[src/rtl/cr_fifo_rd_ctrl_pkg.sv]
// Shared helpers for the dual-clock FIFO read side: output-buffer occupancy
// encoding and the binary-to-Gray pointer conversion.
package cr_fifo_rd_ctrl_pkg;

  localparam logic [1:0] ST_EMPTY = 2'd0;
  localparam logic [1:0] ST_ONE   = 2'd1;
  localparam logic [1:0] ST_TWO   = 2'd2;

  // Wide enough for any pointer; callers truncate to their own width.
  function automatic logic [31:0] bin2gray(input logic [31:0] b);
    return b ^ (b >> 1);
  endfunction

endpackage

[src/rtl/cr_fifo_rd_ctrl_gray2bin.sv]
// Combinational Gray-to-binary decoder; zero latency, no flow control.
module cr_gray2bin #(
  parameter int pWidth = 5
) (
  input  logic [pWidth-1:0] gray_i,
  output logic [pWidth-1:0] bin_o
);

  always_comb begin
    bin_o = '0;
    bin_o[pWidth-1] = gray_i[pWidth-1];
    for (int i = pWidth - 2; i >= 0; i--) begin
      bin_o[i] = bin_o[i+1] ^ gray_i[i];
    end
  end

endmodule

[src/rtl/cr_fifo_rd_ctrl.sv]
// Read-side controller of the dual-clock FIFO: issues RAM reads and feeds a 2-entry output buffer.
// WrPtrGray change -> RdEn same cycle -> Valid two cycles later; Ready low stalls reads once the buffer is full.
module cr_fifo_rd_ctrl
  import cr_fifo_rd_ctrl_pkg::*;
#(
  parameter int pAddrWidth = 4,
  parameter int pDataWidth = 8
) (
  input  logic                  Clk,
  input  logic                  Rst_n,
  input  logic [pAddrWidth:0]   WrPtrGray,
  output logic [pAddrWidth:0]   RdPtrGray,
  output logic                  RdEn,
  output logic [pAddrWidth-1:0] RdAddr,
  input  logic [pDataWidth-1:0] RdData,
  output logic [pDataWidth-1:0] Dout,
  output logic                  Valid,
  input  logic                  Ready,
  output logic [pAddrWidth:0]   Level,
  output logic                  Empty
);

  localparam int pPtrWidth = pAddrWidth + 1;
  localparam int pDepth    = 2 ** pAddrWidth;

  if (pAddrWidth < 1) begin : g_bad_width
    $error("cr_fifo_rd_ctrl: pAddrWidth must be at least 1");
  end

  logic [pPtrWidth-1:0]  wr_ptr_bin;
  logic [pPtrWidth-1:0]  avail;
  logic [pPtrWidth-1:0]  rd_ptr_bin_q, rd_ptr_bin_d;
  logic [pPtrWidth-1:0]  rd_ptr_gray_q, rd_ptr_gray_d;
  logic [pPtrWidth-1:0]  level_q, level_d;
  logic                  empty_q;
  logic                  inflight_q;
  logic [1:0]            cnt_q, cnt_d;
  logic [pDataWidth-1:0] buf0_q, buf0_d;
  logic [pDataWidth-1:0] buf1_q, buf1_d;
  logic                  pop;
  logic [2:0]            occ;

  cr_gray2bin #(.pWidth(pPtrWidth)) u_wr_gray2bin (
    .gray_i (WrPtrGray),
    .bin_o  (wr_ptr_bin)
  );

  assign avail = wr_ptr_bin - rd_ptr_bin_q;
  assign pop   = (cnt_q != ST_EMPTY) && Ready;

  // Occupancy the buffer will hold after this edge, counting the read already in flight.
  assign occ  = {1'b0, cnt_q} + {2'b00, inflight_q} - {2'b00, pop};
  assign RdEn = (avail != '0) && (occ < 3'd2);

  assign RdAddr    = rd_ptr_bin_q[pAddrWidth-1:0];
  assign RdPtrGray = rd_ptr_gray_q;
  assign Valid     = (cnt_q != ST_EMPTY);
  assign Dout      = buf0_q;
  assign Level     = level_q;
  assign Empty     = empty_q;

  always_comb begin
    rd_ptr_bin_d  = rd_ptr_bin_q;
    rd_ptr_gray_d = rd_ptr_gray_q;
    if (RdEn) begin
      rd_ptr_bin_d  = rd_ptr_bin_q + 1'b1;
      rd_ptr_gray_d = pPtrWidth'(bin2gray(32'(rd_ptr_bin_d)));
    end
  end

  // buf0 is always the head; a capture with count TWO cannot occur without a pop.
  always_comb begin
    cnt_d  = cnt_q;
    buf0_d = buf0_q;
    buf1_d = buf1_q;
    case ({inflight_q, pop})
      2'b10: begin
        if (cnt_q == ST_EMPTY) buf0_d = RdData;
        else                   buf1_d = RdData;
        cnt_d = cnt_q + 2'd1;
      end
      2'b01: begin
        buf0_d = buf1_q;
        cnt_d  = cnt_q - 2'd1;
      end
      2'b11: begin
        if (cnt_q == ST_ONE) begin
          buf0_d = RdData;
        end else begin
          buf0_d = buf1_q;
          buf1_d = RdData;
        end
      end
      default: ;
    endcase
  end

  assign level_d = avail + pPtrWidth'(inflight_q) + pPtrWidth'(cnt_q);

  always_ff @(posedge Clk or negedge Rst_n) begin
    if (!Rst_n) begin
      rd_ptr_bin_q  <= '0;
      rd_ptr_gray_q <= '0;
      inflight_q    <= 1'b0;
      cnt_q         <= ST_EMPTY;
      buf0_q        <= '0;
      buf1_q        <= '0;
      level_q       <= '0;
      empty_q       <= 1'b1;
    end else begin
      rd_ptr_bin_q  <= rd_ptr_bin_d;
      rd_ptr_gray_q <= rd_ptr_gray_d;
      inflight_q    <= RdEn;
      cnt_q         <= cnt_d;
      buf0_q        <= buf0_d;
      buf1_q        <= buf1_d;
      level_q       <= level_d;
      empty_q       <= (level_d == '0);
    end
  end

  a_avail_le_depth : assert property (@(posedge Clk) disable iff (!Rst_n)
    avail <= pPtrWidth'(pDepth));

endmodule

[config.mk]
export PLATFORM = sky130hd
export DESIGN_NAME = cr_fifo_rd_ctrl
export DESIGN_NICKNAME = d
export VERILOG_FILES = /design/src/rtl/cr_fifo_rd_ctrl_pkg.sv /design/src/rtl/cr_fifo_rd_ctrl_gray2bin.sv /design/src/rtl/cr_fifo_rd_ctrl.sv
export SDC_FILE = /design/constraint.sdc
export NUM_CORES = 1
export LEC_CHECK = 0
export CAP_MARGIN = 20
export CORE_MARGIN = 2
export CORE_UTILIZATION = 50
export DETAILED_ROUTE_END_ITERATION = 7
export PLACE_DENSITY = 0.88
export SETUP_SLACK_MARGIN = 0.05
export SLEW_MARGIN = 5
export SYNTH_ARGS = -nofsm -noshare
export SYNTH_HDL_FRONTEND = slang
export SYNTH_SLANG_ARGS = --single-unit
[constraint.sdc]
create_clock -name Clk -period 3.15 [get_ports Clk]
set_input_delay 0.315 -clock Clk [delete_from_list [all_inputs] [get_ports Clk]]
set_output_delay 0.315 -clock Clk [all_outputs]
set_load 0.01 [all_outputs]
# After elaboration in Yosys (flattened, before gate mapping)
# Index checks and enable logic that the tools add are counted.
# op_classes
eq_ne	7
reduce_logical	11
bitwise_logic	5
addsub	8
mux	7
n_lt_le_gt_ge	1
# op_table
operator	count
two-way mux 8 bit	4
case mux 8 bit (3 select lines)	1
case mux 8 bit (2 select lines)	1
!= test 2 bit, second input constant	3
nonzero test 2 bit	3
adder 5 x 1 -> 5 bit	1
adder 5 x 1 -> 5 bit, second input constant	1
adder 5 x 2 -> 5 bit	1
logical NOT 5 bit	1
nonzero test 5 bit	1
subtractor 5 bit	1
XOR 5 x 4 -> 5 bit	1
equality test 2 x 1 -> 1 bit, second input constant	2
equality test 2 bit, second input constant	2
case mux 2 bit (2 select lines)	1
XOR 1 bit	4
adder 2 x 1 -> 3 bit	1
< comparator 3 x 2 -> 1 bit, second input constant	1
AND reduction 3 bit	1
nonzero test 3 bit	1
subtractor 3 x 1 -> 3 bit	1
adder 2 x 1 -> 2 bit, second input constant	1
logical AND 1 bit	2
logical NOT 2 bit	1
other kinds (2)	2
# totals
word_cells	47
register_bits	35
in_bits	16
out_inout_bits	25

# Longest topological paths before layout
# Gate-level depths: netlist of the first run.
# depth
word_depth	8
ltp_mapped	12
mapped_depth_nobuf	12

# Modules after synthesis
# From an unflattened synthesis of the first run, not the netlist that was laid out.
# unflattened
hier_cells	164
hier_area_um2	1911.8
# modules_own_cells
module	cells_per_inst	area_per_inst_um2	seq_area_each_um2	instances
cr_fifo_rd_ctrl	158	1839.3	852.1	1
cr_gray2bin	6	72.6	0.0	1

# Worst setup path after synthesis of the first run
# Ideal clock, no wire load.
# synth_timing
path_type	input port to flip-flop
start	in WrPtrGray[4]
end	reg rd_ptr_bin_q[1]
t_arrival_ps	2816
path_slack_ps	209
path_stages	11
t_required_ps	3025
setup_ps	125
path_buffers	0
path_cell_list	xor2_1 -> xnor2_1 -> xor2_1 -> xor2_1 -> ha_1 -> fa_1 -> nand2b_1 -> a21oi_2 -> xnor2_2 -> a31oi_4 -> mux2_4
# synth_via
elab_chain_cells	7
# synth_lines
element	line_no	text
start, declared	cr_fifo_rd_ctrl.sv:11	input logic [pAddrWidth:0] WrPtrGray,
XOR 1 bit (4 in series)	cr_fifo_rd_ctrl_gray2bin.sv:13	bin_o[i] = bin_o[i+1] ^ gray_i[i];
subtractor 5 bit *	cr_fifo_rd_ctrl.sv:48	assign avail = wr_ptr_bin - rd_ptr_bin_q;
nonzero test 5 bit *	cr_fifo_rd_ctrl.sv:53	assign RdEn = (avail != '0) && (occ < 3'd2);
logical AND 1 bit *	cr_fifo_rd_ctrl.sv:53	
named net RdEn	cr_fifo_rd_ctrl.sv:13	output logic RdEn,
end signal, assigned	cr_fifo_rd_ctrl.sv:111	rd_ptr_bin_q <= rd_ptr_bin_d;
end, declared	cr_fifo_rd_ctrl.sv:32	logic [pPtrWidth-1:0] rd_ptr_bin_q, rd_ptr_bin_d;
# The timed path passes the listed nets; every way through them passes the cells marked *.
# A chain may end at the register's enable or synchronous reset.

# Worst setup path in the final report of the first run
# layout_timing
start	in WrPtrGray[4]
end	out RdEn
# layout_via
elab_chain_cells	7
# layout_lines
element	line_no
XOR 1 bit (4 in series)	cr_fifo_rd_ctrl_gray2bin.sv:13
subtractor 5 bit *	cr_fifo_rd_ctrl.sv:48
nonzero test 5 bit *	cr_fifo_rd_ctrl.sv:53
logical AND 1 bit *	cr_fifo_rd_ctrl.sv:53
end, declared	cr_fifo_rd_ctrl.sv:13
# Every way passes the cells marked *; elsewhere a longest branch is shown, timed or not.

==> flow_summary.ini, run 1 <==
[status]
status = complete, no violations

[sta]
worst_setup_slack_final_ps = 121
finalHoldViolCount = 0
report.final.setup_viol = 0
min_period_ps = 3030
final_min_period_over_clock_period_pct = 96.2
grt_setup_unrepaired = true
worst-slew-pin-transition_ps = 585
finClkSkew_ps = 1.72
max_freq_mhz = 330
max-slew-margin-rel_pct = 60.7
finalHoldWorstSlack_ps = 443
maxSlewViolCount = 0

[final_layout]
non_filler_cells_in_the_finished_layout = 279
layout_cell_share_with_drive_strength_beyond_1_pct = 26.4
commonest_cells_after_routing_fill_and_taps_aside = sky130_fd_sc_hd__clkdlybuf4s50_1 (37), sky130_fd_sc_hd__dfrtp_1 (33), sky130_fd_sc_hd__buf_4 (22)
most_frequent_standard_cell_in_the_layout_excluding_fill_and_tap_cells = sky130_fd_sc_hd__clkdlybuf4s50_1
fin_area_mm2 = 0.00263
layout.nets = 262
area_delta_synth_final_pct = 39.3
final_core_utilization_pct = 72.4
n_antenna_cell = 0
fillers = 254

[cts]
tritoncts = yes
htree_levels = 2
root_cell_of_the_clock_tree = sky130_fd_sc_hd__clkbuf_8
ctsLongestPathBuffers = 2
path_clk_slew_ps = 60
tritoncts.num_buffers = 5
clock_insertion_delay_worst_skew_ps = 280
cts.sink_count = 34

[synth]
synth_sequential_area_ratio_pct = 45.1
ys_async_sr_fraction_pct = 100
yosysWarnings = 0
dominantRegCellSynth = sky130_fd_sc_hd__dfrtp_1
post_synth_mux_area_share_pct = 8.74
synth_area_per_cell_um2 = 11.7
post_synth_fa_ha_maj_area_fraction_pct = 12.2
syn-num-nets = 194
synth.lib_cells_used.distinct = 30
synth_top_family_by_area = XOR/XNOR gates
ys_seq_elements = 34
synth_area_in_xor_xnor_pct = 12.4
post_synth_inst_count = 162
synth_enable_flop_cells = 0
netlist_area_mm2 = 0.00189
synth_compound_gate_area_share_pct = 11.2
area_share_of_and_or_nand_nor_cells_after_synthesis_pct = 7.02

[place]
post_placement_worst_setup_slack_ps = -566
numPortBuffers = 40
dpl.hpwl_um = 3020
dpl_cell_area_mm2 = 0.00247
gp_routability_congestion = 0.797
place_inst = 265

[pwr]
leakage_nw = 1.18
clock_power_share_pct = 9.0
power.share.combinational_pct = 68.2
total_switching_power_mw = 1.47
power_report.internal_total_mw = 2.17
swShare_pct = 40.3
power_density_mw_per_mm2 = 1390
worst_ir_drop_vdd_uv = 702
pwr-share-seq_pct = 22.8

[critical_path]
endpoint_kind = output port
timing.critical_path.slowest_cell_delay_ps = 340
path_class = in2out
type_of_origin_of_the_critical_path = primary input
register_to_register_path_setup_slack_ps = 170
timing.critical_path.arrival_ps = 2710
buffers_inverters_on_critical_path = 2
slowest_cell_on_the_critical_path = sky130_fd_sc_hd__fa_2
worst-endpoint-required_ps = 2830
crit_path_cell_trace = dlygate4sd2_1 > xor2_2 > xnor2_2 > xor2_1 > xor2_1 > ha_2 > fa_2 > nand2b_1 > a21oi_2 > xnor2_2 > a31oi_4 > buf_2
cp_max_fo = 2
critPathTopFamily = XOR/XNOR gates

[floorplanning]
core_region_area_mm2 = 0.00363
chipWidth_um = 65.5
initial_standard_cell_utilization_of_the_core_pct = 52.0
die_area_mm2 = 0.00429
die_height_um = 65.5
num_io_pins = 41
placement_rows = 22

[global_route]
grt_start_max_net_pins = 35
grt_overflow = 0
wire_length_of_the_first_global_routing_pass_um = 6770
grt_antenna_before_repair = 0
first_global_vias = 1480
grt_use_total_pct = 21.2

[routing]
detail_route.drc_violations = 0
detailedRoute.firstIterationViolations = 149
detail_route.first_pass.iterations = 4
postRouteAntennaNets = 0
route.final.wire_length_um = 4220
detail_route.vias_per_cell = 5.17
average_wire_per_cell_in_the_routed_design_um = 15.1
vias = 1442

[min_path]
worstHoldPathType = in2async

[flow_run]
number_of_max_cap_violations = 0
## what timing repair did
item / CTS / global route
hold buffers: 0 / 0
pin swaps: 6 / 7
endpoints found under the hold margin: 0 / 0
setup endpoints to repair: 11 / 7
resized for setup: 10 / 6
buffers inserted: 3 / 3
## registers in the layout (all words and copies together) (netlist names)
| register | cells |
|---|---|
| buf1_q | 8 |
| rd_ptr_bin_q | 5 |
| inflight_q | 1 |
| RdPtrGray | 4 |
| Empty | 1 |
| cnt_q | 2 |
| Dout | 8 |
| Level | 5 |
## power by group through the flow
stage | sequential, mW | combinational [mW] | clock, mW
final | 0.830 | 2.49 | 0.328
after global routing | 0.854 | 2.71 | 0.350
after CTS | 0.833 | 2.35 | 0.333
after detailed placement | 0.837 | 2.28 | 0
after global placement | 0.826 | 2.18 | 0
after floorplan | 0.879 | 1.36 | 0
## metrics by stage
step / setup TNS [ps] / power [mW]
after global placement: -2190 / 3.01
after detailed placement: -4060 / 3.12
after global routing: 0 / 3.92
after CTS: 0 / 3.51
after floorplan: 0 / 2.24
final: 0 / 3.64
## worst paths after layout
kind / from / end / cells after the start
min in group Clk: Dout[2]$_DFFE_PN0P_ / Dout[2]$_DFFE_PN0P_ / 2
hold reg to reg: Dout[2]$_DFFE_PN0P_ / Dout[2]$_DFFE_PN0P_ / 2
setup / recovery: WrPtrGray[4] / RdEn / 12
hold / removal: Rst_n / buf1_q[4]$_DFFE_PN0P_ / 2
max in group asynchronous: Rst_n / Empty$_DFF_PN1_ / 2
setup reg to reg: cnt_q[1]$_DFFE_PN0P_ / RdPtrGray[2]$_DFFE_PN0P_ / 14
## cells in the mapped netlist, types with 3 or more instances
cell type | n | share of area [%]
sky130_fd_sc_hd__mux2_2 | 8 | 4.8
sky130_fd_sc_hd__ha_1 | 12 | 7.9
sky130_fd_sc_hd__a311oi_1 | 3 | 1.4
sky130_fd_sc_hd__nand2b_1 | 4 | 1.3
sky130_fd_sc_hd__a21oi_1 | 3 | 0.79
sky130_fd_sc_hd__dfrtp_1 | 33 | 44
sky130_fd_sc_hd__nor2_1 | 4 | 0.79
sky130_fd_sc_hd__a22oi_1 | 8 | 3.2
sky130_fd_sc_hd__o21ai_0 | 9 | 2.4
sky130_fd_sc_hd__xor2_1 | 9 | 4.2
sky130_fd_sc_hd__xnor2_1 | 14 | 6.5
sky130_fd_sc_hd__nand2_1 | 13 | 2.6
sky130_fd_sc_hd__inv_1 | 16 | 3.2
sky130_fd_sc_hd__nand3_1 | 3 | 0.79
sky130_fd_sc_hd__fa_1 | 4 | 4.2
sky130_fd_sc_hd__mux2_4 | 5 | 4.0
## logic make-up (layout without fill, tap and decap cells)
logic type                 Yosys count  in the layout
xor gates and xnor gates            25             25
DFF                                 34             34
AOI/OAI and AO/OA                   29             29
adders and majority gates           16             16
and+or+nand+nor                     28             28
buffers and inverters               17             86
muxes                               13             13
## worst reg2reg max path, stage by stage, from the launching register on
cell	delay (ps)
sky130_fd_sc_hd__dfrtp_1	370
sky130_fd_sc_hd__inv_1	130
sky130_fd_sc_hd__ha_2	220
sky130_fd_sc_hd__inv_1	50
sky130_fd_sc_hd__nand2_1	90
sky130_fd_sc_hd__inv_1	70
sky130_fd_sc_hd__ha_1	260
sky130_fd_sc_hd__nand2b_1	160
sky130_fd_sc_hd__fa_1	400
sky130_fd_sc_hd__xnor2_1	200
sky130_fd_sc_hd__nand2_2	120
sky130_fd_sc_hd__a31oi_4	180
sky130_fd_sc_hd__buf_4	140
sky130_fd_sc_hd__buf_4	170
sky130_fd_sc_hd__mux2_4	310
## layout make-up
type | count | area [um^2] | share of cell area (%)
Multi-Input combinational cell | 111 | 1010 | 38.4
Sequential cell | 34 | 852 | 32.4
Timing Repair Buffer | 62 | 558 | 21.2
Clock buffer | 7 | 86.3 | 3.28
Inverter | 16 | 60.1 | 2.28
Tap cell | 48 | 60.1 | 2.28
Clock inverter | 1 | 5.00 | 0.190
## metal layers
metal / vias up / routed length, um / GRT usage [%]
li1: 686 / - / -
met1: 717 / 1730 / 24.1
met2: 32 / 2270 / 37.9
met3: 7 / 157 / 5.14
met4: 0 / 72 / 8.59
met5: - / 0 / 0
Note: power is estimated with default switching activity, not from simulation.
==> inputs of run 2 (changes only) <==
Settings changed: SYNTH_HIERARCHICAL set to 1.
==> flow_summary.ini, run 2 <==
[final_layout]
commonest_cells_after_routing_fill_and_taps_aside = sky130_fd_sc_hd__clkdlybuf4s50_1 (35), sky130_fd_sc_hd__dfrtp_1 (33), sky130_fd_sc_hd__buf_4 (23)
n_antenna_cell = 0
most_frequent_standard_cell_in_the_layout_excluding_fill_and_tap_cells = sky130_fd_sc_hd__clkdlybuf4s50_1
non_filler_cells_in_the_finished_layout = 279
area_delta_synth_final_pct = 38.7
fin_area_mm2 = 0.00265
fillers = 252
layout_cell_share_with_drive_strength_beyond_1_pct = 24.2
layout.nets = 263

[critical_path]
reg2reg_start = cnt_q[0]$_DFFE_PN0P_
timing.critical_path.arrival_ps = 2690
buffers_inverters_on_critical_path = 4
cp_max_fo = 2
register_to_register_path_setup_slack_ps = 330
worst-path-stages = 11
reg2reg_path_depth = 13
crit_path_cell_trace = clkdlybuf4s50_1 > xnor3_1 > inv_1 > ha_2 > inv_1 > fa_2 > a21o_1 > a21oi_4 > xor2_2 > a31oi_4 > buf_2
type_of_origin_of_the_critical_path = primary input
endpoint_of_the_most_critical_register_to_register_path = RdPtrGray[0]$_DFFE_PN0P_
path_class = in2out
critical-path-top-cell-by-count = sky130_fd_sc_hd__inv_1
slowest_cell_on_the_critical_path = sky130_fd_sc_hd__clkdlybuf4s50_1
setup.worst_path.start = WrPtrGray[0]
timing.critical_path.slowest_cell_delay_ps = 470
endpoint_kind = output port
critPathTopFamily = buffers and inverters
crit_path_end = RdEn
worst-endpoint-required_ps = 2830

[cts]
root_cell_of_the_clock_tree = sky130_fd_sc_hd__clkbuf_8
clock_insertion_delay_worst_skew_ps = 290
postCtsHoldBufs = 0
cts.sink_count = 34
path_clk_slew_ps = 70
htree_levels = 2
ctsLongestPathBuffers = 2
tritoncts = yes
tritoncts.num_buffers = 5

[place]
numPortBuffers = 40
place_inst = 270
dpl.hpwl_um = 2710
post_placement_worst_setup_slack_ps = -438
dpl_cell_area_mm2 = 0.00251
gp_routability_congestion = 0.816

[global_route]
grt_use_total_pct = 20.7
grt_start_max_net_pins = 35
wire_length_of_the_first_global_routing_pass_um = 6520
grt_antenna_before_repair = 0
first_global_vias = 1414
grt_overflow = 0

[synth]
netlist_area_mm2 = 0.00191
ys_async_sr_fraction_pct = 100
synth_area_per_cell_um2 = 11.7
synth.area.top_cells = sky130_fd_sc_hd__dfrtp_1 (43%), sky130_fd_sc_hd__ha_1 (7.9%), sky130_fd_sc_hd__mux2_2 (7.7%)
syn-num-nets = 196
post-synth-top-count-cell = sky130_fd_sc_hd__dfrtp_1
synth_enable_flop_cells = 0
synth_sequential_area_ratio_pct = 44.6
dominantRegCellSynth = sky130_fd_sc_hd__dfrtp_1
yosysWarnings = 6
cell_type_contributing_the_most_total_cell_area_after_synthesis = sky130_fd_sc_hd__dfrtp_1
post_synth_inst_count = 164
synthTopCellsByCount = sky130_fd_sc_hd__dfrtp_1 (33), sky130_fd_sc_hd__inv_1 (17), sky130_fd_sc_hd__xnor2_1 (16)
yosys_top_cell_area_share_pct = 43.2
ys_seq_elements = 34
synth.lib_cells_used.distinct = 32

[pwr]
worst_ir_drop_vdd_uv = 926
p_total_mw = 3.47
leakage_nw = 1.20
power_density_mw_per_mm2 = 1310

[flow_run]
number_of_max_cap_violations = 0

[sta]
finClkSkew_ps = 8.47
max_freq_mhz = 333
worst_setup_slack_final_ps = 148
max-slew-margin-rel_pct = 60.6
maxSlewViolCount = 0
report.final.setup_viol = 0
worst-slew-pin-transition_ps = 587
final_min_period_over_clock_period_pct = 95.3
finalHoldViolCount = 0
finalHoldWorstSlack_ps = 423
min_period_ps = 3000
grt_setup_unrepaired = false

[floorplanning]
die_height_um = 65.8
num_io_pins = 41
core_region_area_mm2 = 0.00366
placement_rows = 22
chipWidth_um = 65.8
initial_standard_cell_utilization_of_the_core_pct = 52.2
die_area_mm2 = 0.00433

[routing]
detail_route.first_pass.iterations = 4
detail_route.vias_per_cell = 5.15
detailedRoute.firstIterationViolations = 73
average_wire_per_cell_in_the_routed_design_um = 13.8
postRouteAntennaNets = 0
route.final.wire_length_um = 3850
detail_route.drc_violations = 0
vias = 1436

[min_path]
worstHoldPathType = in2async

[status]
status = complete, no violations
-- run 2: worst register-to-register path: stages (launching register included) --
cell and delay, ps:
sky130_fd_sc_hd__dfrtp_1 410, sky130_fd_sc_hd__inv_1 90, sky130_fd_sc_hd__ha_2 190, sky130_fd_sc_hd__inv_1 60, sky130_fd_sc_hd__nand2_1 110, sky130_fd_sc_hd__inv_1 70, sky130_fd_sc_hd__ha_1 260, sky130_fd_sc_hd__nand2b_1 150
sky130_fd_sc_hd__fa_1 380, sky130_fd_sc_hd__xnor2_1 150, sky130_fd_sc_hd__nand2_1 130, sky130_fd_sc_hd__a31oi_4 180, sky130_fd_sc_hd__buf_4 190, sky130_fd_sc_hd__mux2_2 340
-- run 2: timing repair --
item                       4_1_cts  5_1_grt
setup endpoints to repair        3        2
pin swaps                        5        5
resized for setup                8        4
gates cloned                     0        0
buffers inserted                 2        0
-- run 2: layout make-up --
cell class	count	area (um^2)	area share (%)
Clock inverter	1	30.0	1.13
Timing Repair Buffer	63	567	21.4
Inverter	17	63.8	2.41
Tap cell	48	60.1	2.27
Multi-Input combinational cell	110	996	37.6
Clock buffer	6	82.6	3.11
Sequential cell	34	852	32.1
-- run 2: where the power goes --
| group | internal (mW) | switching (mW) |
|---|---|---|
| clock | 0.253 | 0.153 |
| combinational | 1.19 | 1.08 |
| sequential | 0.677 | 0.123 |
| total | 2.12 | 1.35 |
-- run 2: cell families after synthesis --
kind of cell | count (synthesis) | synth area share, %
adders and majority gates | 16 | 12.0
AOI/OAI and AO/OA | 30 | 11.8
DFF | 34 | 44.6
xor gates and xnor gates | 26 | 13.8
buffers and inverters | 20 | 4.12
muxes | 13 | 7.66
and+or+nand+nor | 25 | 5.96
-- run 2: worst min-delay path by stage --
| stage | from | end | slack (ps) |
|---|---|---|---|
| 3_3_place_gp | Dout[1]$_DFFE_PN0P_ | Dout[1]$_DFFE_PN0P_ | 460 |
| 3_5_place_dp | Dout[6]$_DFFE_PN0P_ | Dout[6]$_DFFE_PN0P_ | 470 |
| 5_1_grt | Rst_n | rd_ptr_bin_q[4]$_DFFE_PN0P_ | 470 |
| 6_report | Rst_n | rd_ptr_bin_q[4]$_DFFE_PN0P_ | 420 |
| 2_1_floorplan | Rst_n | Dout[0]$_DFFE_PN0P_ | 20 |
| 4_1_cts | Rst_n | rd_ptr_bin_q[4]$_DFFE_PN0P_ | 440 |
-- run 2: per-stage QoR --
| stage | util (%) | setup TNS [ps] |
|---|---|---|
| global route | 72.4 | 0 |
| global placement | 68.7 | -1580 |
| CTS | 72.1 | 0 |
| finish | 72.4 | 0 |
| floorplan | - | 0 |
| detailed placement | 68.7 | -2360 |
-- run 2: per-layer routing --
layer | GRT usage [%] | wire [um] | vias up
met3 | 5.45 | 185 | 8
met1 | 25.8 | 1660 | 703
met4 | 10.4 | 87 | 0
li1 | - | - | 687
met2 | 33.2 | 1920 | 38
met5 | 0 | 0 | -
